File: config.mk
export PLATFORM = sky130hd
export DESIGN_NAME = adsr_envelope
export DESIGN_NICKNAME = d
export VERILOG_FILES = /design/src/rtl/audio_env_pkg.sv /design/src/rtl/env_scale.sv /design/src/rtl/adsr_envelope.sv
export SDC_FILE = /design/constraint.sdc
export NUM_CORES = 1
export LEC_CHECK = 0
export BUFFER_PORTS_ARGS = -buffer_cell sky130_fd_sc_hd__buf_2
export CAP_MARGIN = 20
export CORE_UTILIZATION = 60
export CTS_BUF_LIST = sky130_fd_sc_hd__clkbuf_16
export CTS_CLUSTER_SIZE = 40
export DETAILED_ROUTE_END_ITERATION = 7
export PLACE_DENSITY = 0.8
export SYNTH_ARGS = -nofsm -noshare
export SYNTH_HDL_FRONTEND = slang
export SYNTH_SLANG_ARGS = --single-unit
File: constraint.sdc
create_clock -name clk -period 8 [get_ports clk]
set_input_delay 2 -clock clk [delete_from_list [all_inputs] [get_ports clk]]
set_output_delay 2 -clock clk [all_outputs]
set_load 0.02 [all_outputs]
File: src/rtl/audio_env_pkg.sv
// audio_env_pkg: shared widths, limits and state encoding for the envelope stage
package audio_env_pkg;
  localparam int ENV_W = 16;
  localparam int SMP_W = 16;
  localparam logic [ENV_W-1:0] ENV_MAX = 16'hFFFF;
  typedef enum logic [2:0] {
    ST_IDLE    = 3'd0,
    ST_ATTACK  = 3'd1,
    ST_DECAY   = 3'd2,
    ST_SUSTAIN = 3'd3,
    ST_RELEASE = 3'd4
  } env_state_t;
endpackage

File: src/rtl/env_scale.sv
// env_scale: registered signed sample x unsigned envelope multiply, keeping bits [31:16]
module env_scale
  import audio_env_pkg::*;
(
  input  logic             clk,
  input  logic             rst_n,
  input  logic             i_en,
  input  logic [SMP_W-1:0] i_sample,
  input  logic [ENV_W-1:0] i_env,
  output logic [SMP_W-1:0] o_sample
);
  logic signed [32:0] w_a;
  logic signed [32:0] w_b;
  logic signed [32:0] w_prod;
  logic               w_unused;
  logic [SMP_W-1:0]   r_sample;
  // the envelope is zero-extended so FFFF means unity gain, not -1
  assign w_a      = {{17{i_sample[SMP_W-1]}}, i_sample};
  assign w_b      = {17'b0, i_env};
  assign w_prod   = w_a * w_b;
  assign w_unused = w_prod[32] ^ (^w_prod[15:0]);
  always_ff @(posedge clk or negedge rst_n)
    if (!rst_n) r_sample <= '0;
    else if (i_en) r_sample <= w_prod[31:16];
  assign o_sample = r_sample;
endmodule

File: src/rtl/adsr_envelope.sv
// adsr_envelope: strobe-driven ADSR envelope generator scaling the audio sample stream
module adsr_envelope
  import audio_env_pkg::*;
#(
  parameter logic [ENV_W-1:0] ATK_STEP  = 16'h0040,
  parameter logic [ENV_W-1:0] DEC_STEP  = 16'h0010,
  parameter logic [ENV_W-1:0] SUS_LEVEL = 16'hC000,
  parameter logic [ENV_W-1:0] REL_STEP  = 16'h0008
) (
  input  logic             clk,
  input  logic             rst_n,
  input  logic             sample_stb,
  input  logic             key_on,
  input  logic [SMP_W-1:0] sample_in,
  output logic [SMP_W-1:0] sample_out,
  output logic             sample_vld,
  output logic [ENV_W-1:0] env_level,
  output logic [2:0]       env_state
);
  env_state_t       r_state, w_nxt_state;
  logic [ENV_W-1:0] r_level, w_nxt_level;
  logic             r_vld;
  logic [ENV_W:0]   w_add, w_dec, w_rel;
  logic [ENV_W-1:0] w_atk_lvl, w_dec_lvl, w_rel_lvl;
  // 17-bit arithmetic exposes carry/borrow for saturation and flooring
  assign w_add     = {1'b0, r_level} + {1'b0, ATK_STEP};
  assign w_dec     = {1'b0, r_level} - {1'b0, DEC_STEP};
  assign w_rel     = {1'b0, r_level} - {1'b0, REL_STEP};
  assign w_atk_lvl = w_add[ENV_W] ? ENV_MAX : w_add[ENV_W-1:0];
  assign w_dec_lvl = (w_dec[ENV_W] || w_dec[ENV_W-1:0] < SUS_LEVEL) ? SUS_LEVEL : w_dec[ENV_W-1:0];
  assign w_rel_lvl = w_rel[ENV_W] ? '0 : w_rel[ENV_W-1:0];
  always_comb begin
    w_nxt_state = r_state;
    w_nxt_level = r_level;
    case (r_state)
      ST_IDLE:    w_nxt_state = key_on ? ST_ATTACK : ST_IDLE;
      ST_ATTACK: begin
        w_nxt_level = key_on ? w_atk_lvl : r_level;
        w_nxt_state = !key_on ? ST_RELEASE : (w_atk_lvl == ENV_MAX) ? ST_DECAY : ST_ATTACK;
      end
      ST_DECAY: begin
        w_nxt_level = key_on ? w_dec_lvl : r_level;
        w_nxt_state = !key_on ? ST_RELEASE : (w_dec_lvl == SUS_LEVEL) ? ST_SUSTAIN : ST_DECAY;
      end
      ST_SUSTAIN: w_nxt_state = key_on ? ST_SUSTAIN : ST_RELEASE;
      ST_RELEASE: begin
        w_nxt_level = key_on ? r_level : w_rel_lvl;
        w_nxt_state = key_on ? ST_ATTACK : (w_rel_lvl == '0) ? ST_IDLE : ST_RELEASE;
      end
      default: begin
        w_nxt_state = ST_IDLE;
        w_nxt_level = '0;
      end
    endcase
  end
  always_ff @(posedge clk or negedge rst_n)
    if (!rst_n) begin
      r_state <= ST_IDLE;
      r_level <= '0;
      r_vld   <= 1'b0;
    end else begin
      r_vld <= sample_stb;
      if (sample_stb) begin
        r_state <= w_nxt_state;
        r_level <= w_nxt_level;
      end
    end
  // scaling sees the pre-update level, so it lines up with the same strobe
  env_scale u_scale (
    .clk      (clk),
    .rst_n    (rst_n),
    .i_en     (sample_stb),
    .i_sample (sample_in),
    .i_env    (r_level),
    .o_sample (sample_out)
  );
  assign sample_vld = r_vld;
  assign env_level  = r_level;
  assign env_state  = r_state;
endmodule

==> impl_metrics.py <==
metrics = {
    "sta": {
        "hold_viol": 0,
        "rsz0062_at_grt": "false",
        "slew_headroom": 0.330,
        "fmax_mhz": 133,
        "hold_slack_ns": 0.485,
        "period_share": 0.939,
        "final_max_slew_viol_count": 0,
        "setup_viol": 0,
        "fin_tns_setup_ns": 0,
        "worst_pin_slew_ns": 0.996,
        "skew_ns": 0.00869,
        "period_minus_slack_ns": 7.51,
    },
    "drt": {
        "dr.pass1.iters": 6,
        "wl_um": 27300,
        "viasPerCell": 5.92,
        "drtIter0Drc": 768,
        "drc_errors": 0,
        "antenna_left": 0,
        "wl_per_cell_um": 17.9,
        "vias": 9058,
    },
    "clock_tree": {
        "ctsResizeCount": 0,
        "clkTransAtPathRegs_ns": 0.06,
        "cts_buffers": 5,
        "cts_tree": "built",
        "clkLatencyLatePin_ns": 0.29,
        "cts.sinks": 36,
        "hold_buffers": 0,
        "cts_root_buf": "clkbuf_16",
        "cts.path.max_buffers": 2,
        "cts_setup_buffers": 0,
        "h-tree-depth": 2,
    },
    "yosys": {
        "synth_ff_type": "dfrtp_1",
        "synth_top_area_frac": 0.351,
        "syn_area_per_cell_um2": 8.55,
        "synth_edf_count": 0,
        "syn_nets": 1621,
        "synth_most_common_cell": "inv_1",
        "synth_area_leaders": "fa_1 35%, ha_1 14%, inv_1 8.2%, dfrtp_1 8.2%, and2_1 6.8%",
        "yosysTopAreaCell": "fa_1",
        "ys_ff_latch": 36,
        "postSynthCellCount": 1289,
        "synthArstFlopShare": 1.00,
        "syn-cell-area_um2": 11000,
        "synth.distinct_cells": 71,
        "seq_area_frac_synth": 0.0817,
        "synthTopCellsByCount": "241 x inv_1, 193 x fa_1, 172 x nand2_1, 120 x and2_1, 119 x ha_1",
        "yosysWarnings": 0,
    },
    "worst_setup_path": {
        "path_common_cell": "fa_1",
        "reg2reg_to": "u_scale.o_sample[12]$_DFFE_PN0P_",
        "crit_type": "in2reg",
        "crit_fanout": 16,
        "ff2ff_path_depth": 18,
        "critPathLaunchType": "input pin",
        "crit_family": "adder cells",
        "crit_chain": "buf_2 -> nand2_1 -> fa_1 -> fa_1 -> inv_1 -> fa_1 -> fa_1 -> fa_1 -> inv_1 -> fa_1 -> inv_1 -> ha_1 -> and3_1 -> nor2b_1 -> a31oi_1 -> a31oi_1 -> o41ai_2 -> or3b_1 -> o311ai_1",
        "rr_startpoint": "env_level[12]$_DFFE_PN0P_",
        "path_buf_inv": 4,
        "critPathRequiredTime_ns": 8.18,
        "worstPathArrival_ns": 7.69,
        "slowest_stage": "fa_1",
        "max_stage_delay_ns": 0.55,
        "r2r_slack_ns": 1.43,
        "cp-end-kind": "flip-flop",
    },
    "placed_design": {
        "gp_congestion": 0.956,
        "portBuffers": 55,
        "hpwl_um": 21400,
    },
    "layout": {
        "n_antenna_cell": 0,
        "drive_above_1_share": 0.0777,
        "nets": 1631,
        "n_fill_cell": 1495,
        "syn2layout_area_growth_pct": 5.07,
    },
    "die": {
        "ios": 56,
        "coreArea_um2": 18000,
        "rows": 49,
        "die_y_um": 138,
        "die_w_um": 138,
        "initial_core_util": 0.614,
        "die_area_um2": 18900,
    },
    "global_route": {
        "grtUsageMet1": 0.400,
        "use_met2": 0.515,
        "grt_first_pass_wirelength_um": 44600,
        "grt_use_total": 0.308,
        "grt_util_met3": 0.0291,
        "antenna_found_initial": 0,
        "grt_pass1_vias": 9083,
        "overflow": 0,
        "grt.busiest_layer": "met2",
        "grt_max_degree": 37,
    },
    "power": {
        "peakVddDrop_mv": 0.289,
        "pwr-share-clk": 0.046,
        "p_leak_uw": 0.00585,
        "pwr-share-comb": 0.861,
        "p_per_area_nw_per_um2": 366,
        "internal_power_uw": 1860,
        "seqPwrFrac": 0.093,
        "switching_share": 0.560,
        "p_switching_uw": 2370,
    },
    "worst_hold_path": {
        "min_path_type": "reg2reg",
        "min-delay-start": "u_scale.o_sample[10]$_DFFE_PN0P_",
        "holdPathStages": 1,
        "whs_endpoint": "u_scale.o_sample[10]$_DFFE_PN0P_",
    },
    "run_status": {
        "status": "complete, no violations",
    },
    "job": {
        "cap_violations": 0,
    },
}
## registers in the layout (all words and copies together), names as in the netlist
name and flops:
env_level 16, env_state 3, sample_vld 1, u_scale.o_sample 16
## metal layers
metal	vias to the layer above	share of wire
li1	4082	-
met1	4467	0.40
met2	406	0.49
met3	103	0.060
met4	0	0.049
met5	-	0
## per-stage QoR
step,worst slack (ns),instance area [um^2],total power (uW),cells,util
floorplan,0.610,11000,3170,1289,-
global placement,0.347,11400,3930,1521,0.637
detailed placement,0.209,11400,4030,1521,0.637
CTS,0.502,11600,4270,1529,0.645
global route,0.178,11600,4750,1529,0.645
finish,0.488,11600,4240,1529,0.645
## cell families (layout without fill, tap and decap cells)
logic type | Yosys count | after routing | synth area share
AND/OR/NAND/NOR | 433 | 433 | 0.198
adder cells (fa/ha/maj) | 312 | 312 | 0.486
XOR/XNOR | 24 | 24 | 0.0191
multiplexers | 10 | 10 | 0.00999
AO/OA/AOI/OAI | 162 | 162 | 0.0976
flip-flops | 36 | 36 | 0.0817
buffers and inverters | 312 | 323 | 0.108
## cell type report
type	count	area, um^2	area share
inverter	241	905	0.0781
clock inverter	3	13.8	0.00119
clock buffer	5	125	0.0108
sequential	36	901	0.0778
timing repair buffer	74	418	0.0361
tap	229	287	0.0247
multi-input combinational	941	8930	0.771
## cell usage in the layout, fill, tap and decap left out, types with 3 or more instances in the layout
cell	instances
inv_1	241
fa_1	193
nand2_1	172
and2_1	120
ha_1	119
buf_2	55
a21oi_1	48
nor2_1	47
dfrtp_1	36
o21ai_0	29
buf_4	19
nand3_1	17
xnor2_1	17
nand4_1	14
o21ai_1	14
nor3_1	13
nand2b_1	9
mux2_2	8
nor4_1	8
a31oi_1	7
xor2_1	7
a211oi_1	6
and3_1	6
o211ai_1	6
clkbuf_16	5
o22ai_1	4
o21a_1	4
a21o_1	3
o31ai_1	3
nor2b_1	3
o311ai_1	3
a41oi_1	3
or4_1	3
or3_1	3
nand3b_1	3
nand4b_1	3
o21bai_1	3
a22o_1	3
## power groups by stage
| stage | registers (uW) | logic (uW) | clock network, uW |
|---|---|---|---|
| floorplan | 380 | 2790 | 0 |
| global placement | 391 | 3540 | 0 |
| detailed placement | 390 | 3640 | 0 |
| CTS | 388 | 3680 | 200 |
| global route | 403 | 4140 | 210 |
| finish | 394 | 3650 | 196 |
## worst max-delay path by stage
stage,startpoint,slack (ns),to,cells after the start
global placement,sample_in[2],0.35,u_scale.o_sample[12]$_DFFE_PN0P_,19
finish,sample_in[7],0.49,u_scale.o_sample[12]$_DFFE_PN0P_,19
CTS,sample_in[7],0.50,u_scale.o_sample[12]$_DFFE_PN0P_,21
floorplan,sample_in[1],0.61,u_scale.o_sample[12]$_DFFE_PN0P_,19
global route,sample_in[7],0.18,u_scale.o_sample[12]$_DFFE_PN0P_,19
detailed placement,sample_in[7],0.21,u_scale.o_sample[12]$_DFFE_PN0P_,21
Power figures use the tool's default switching activity.
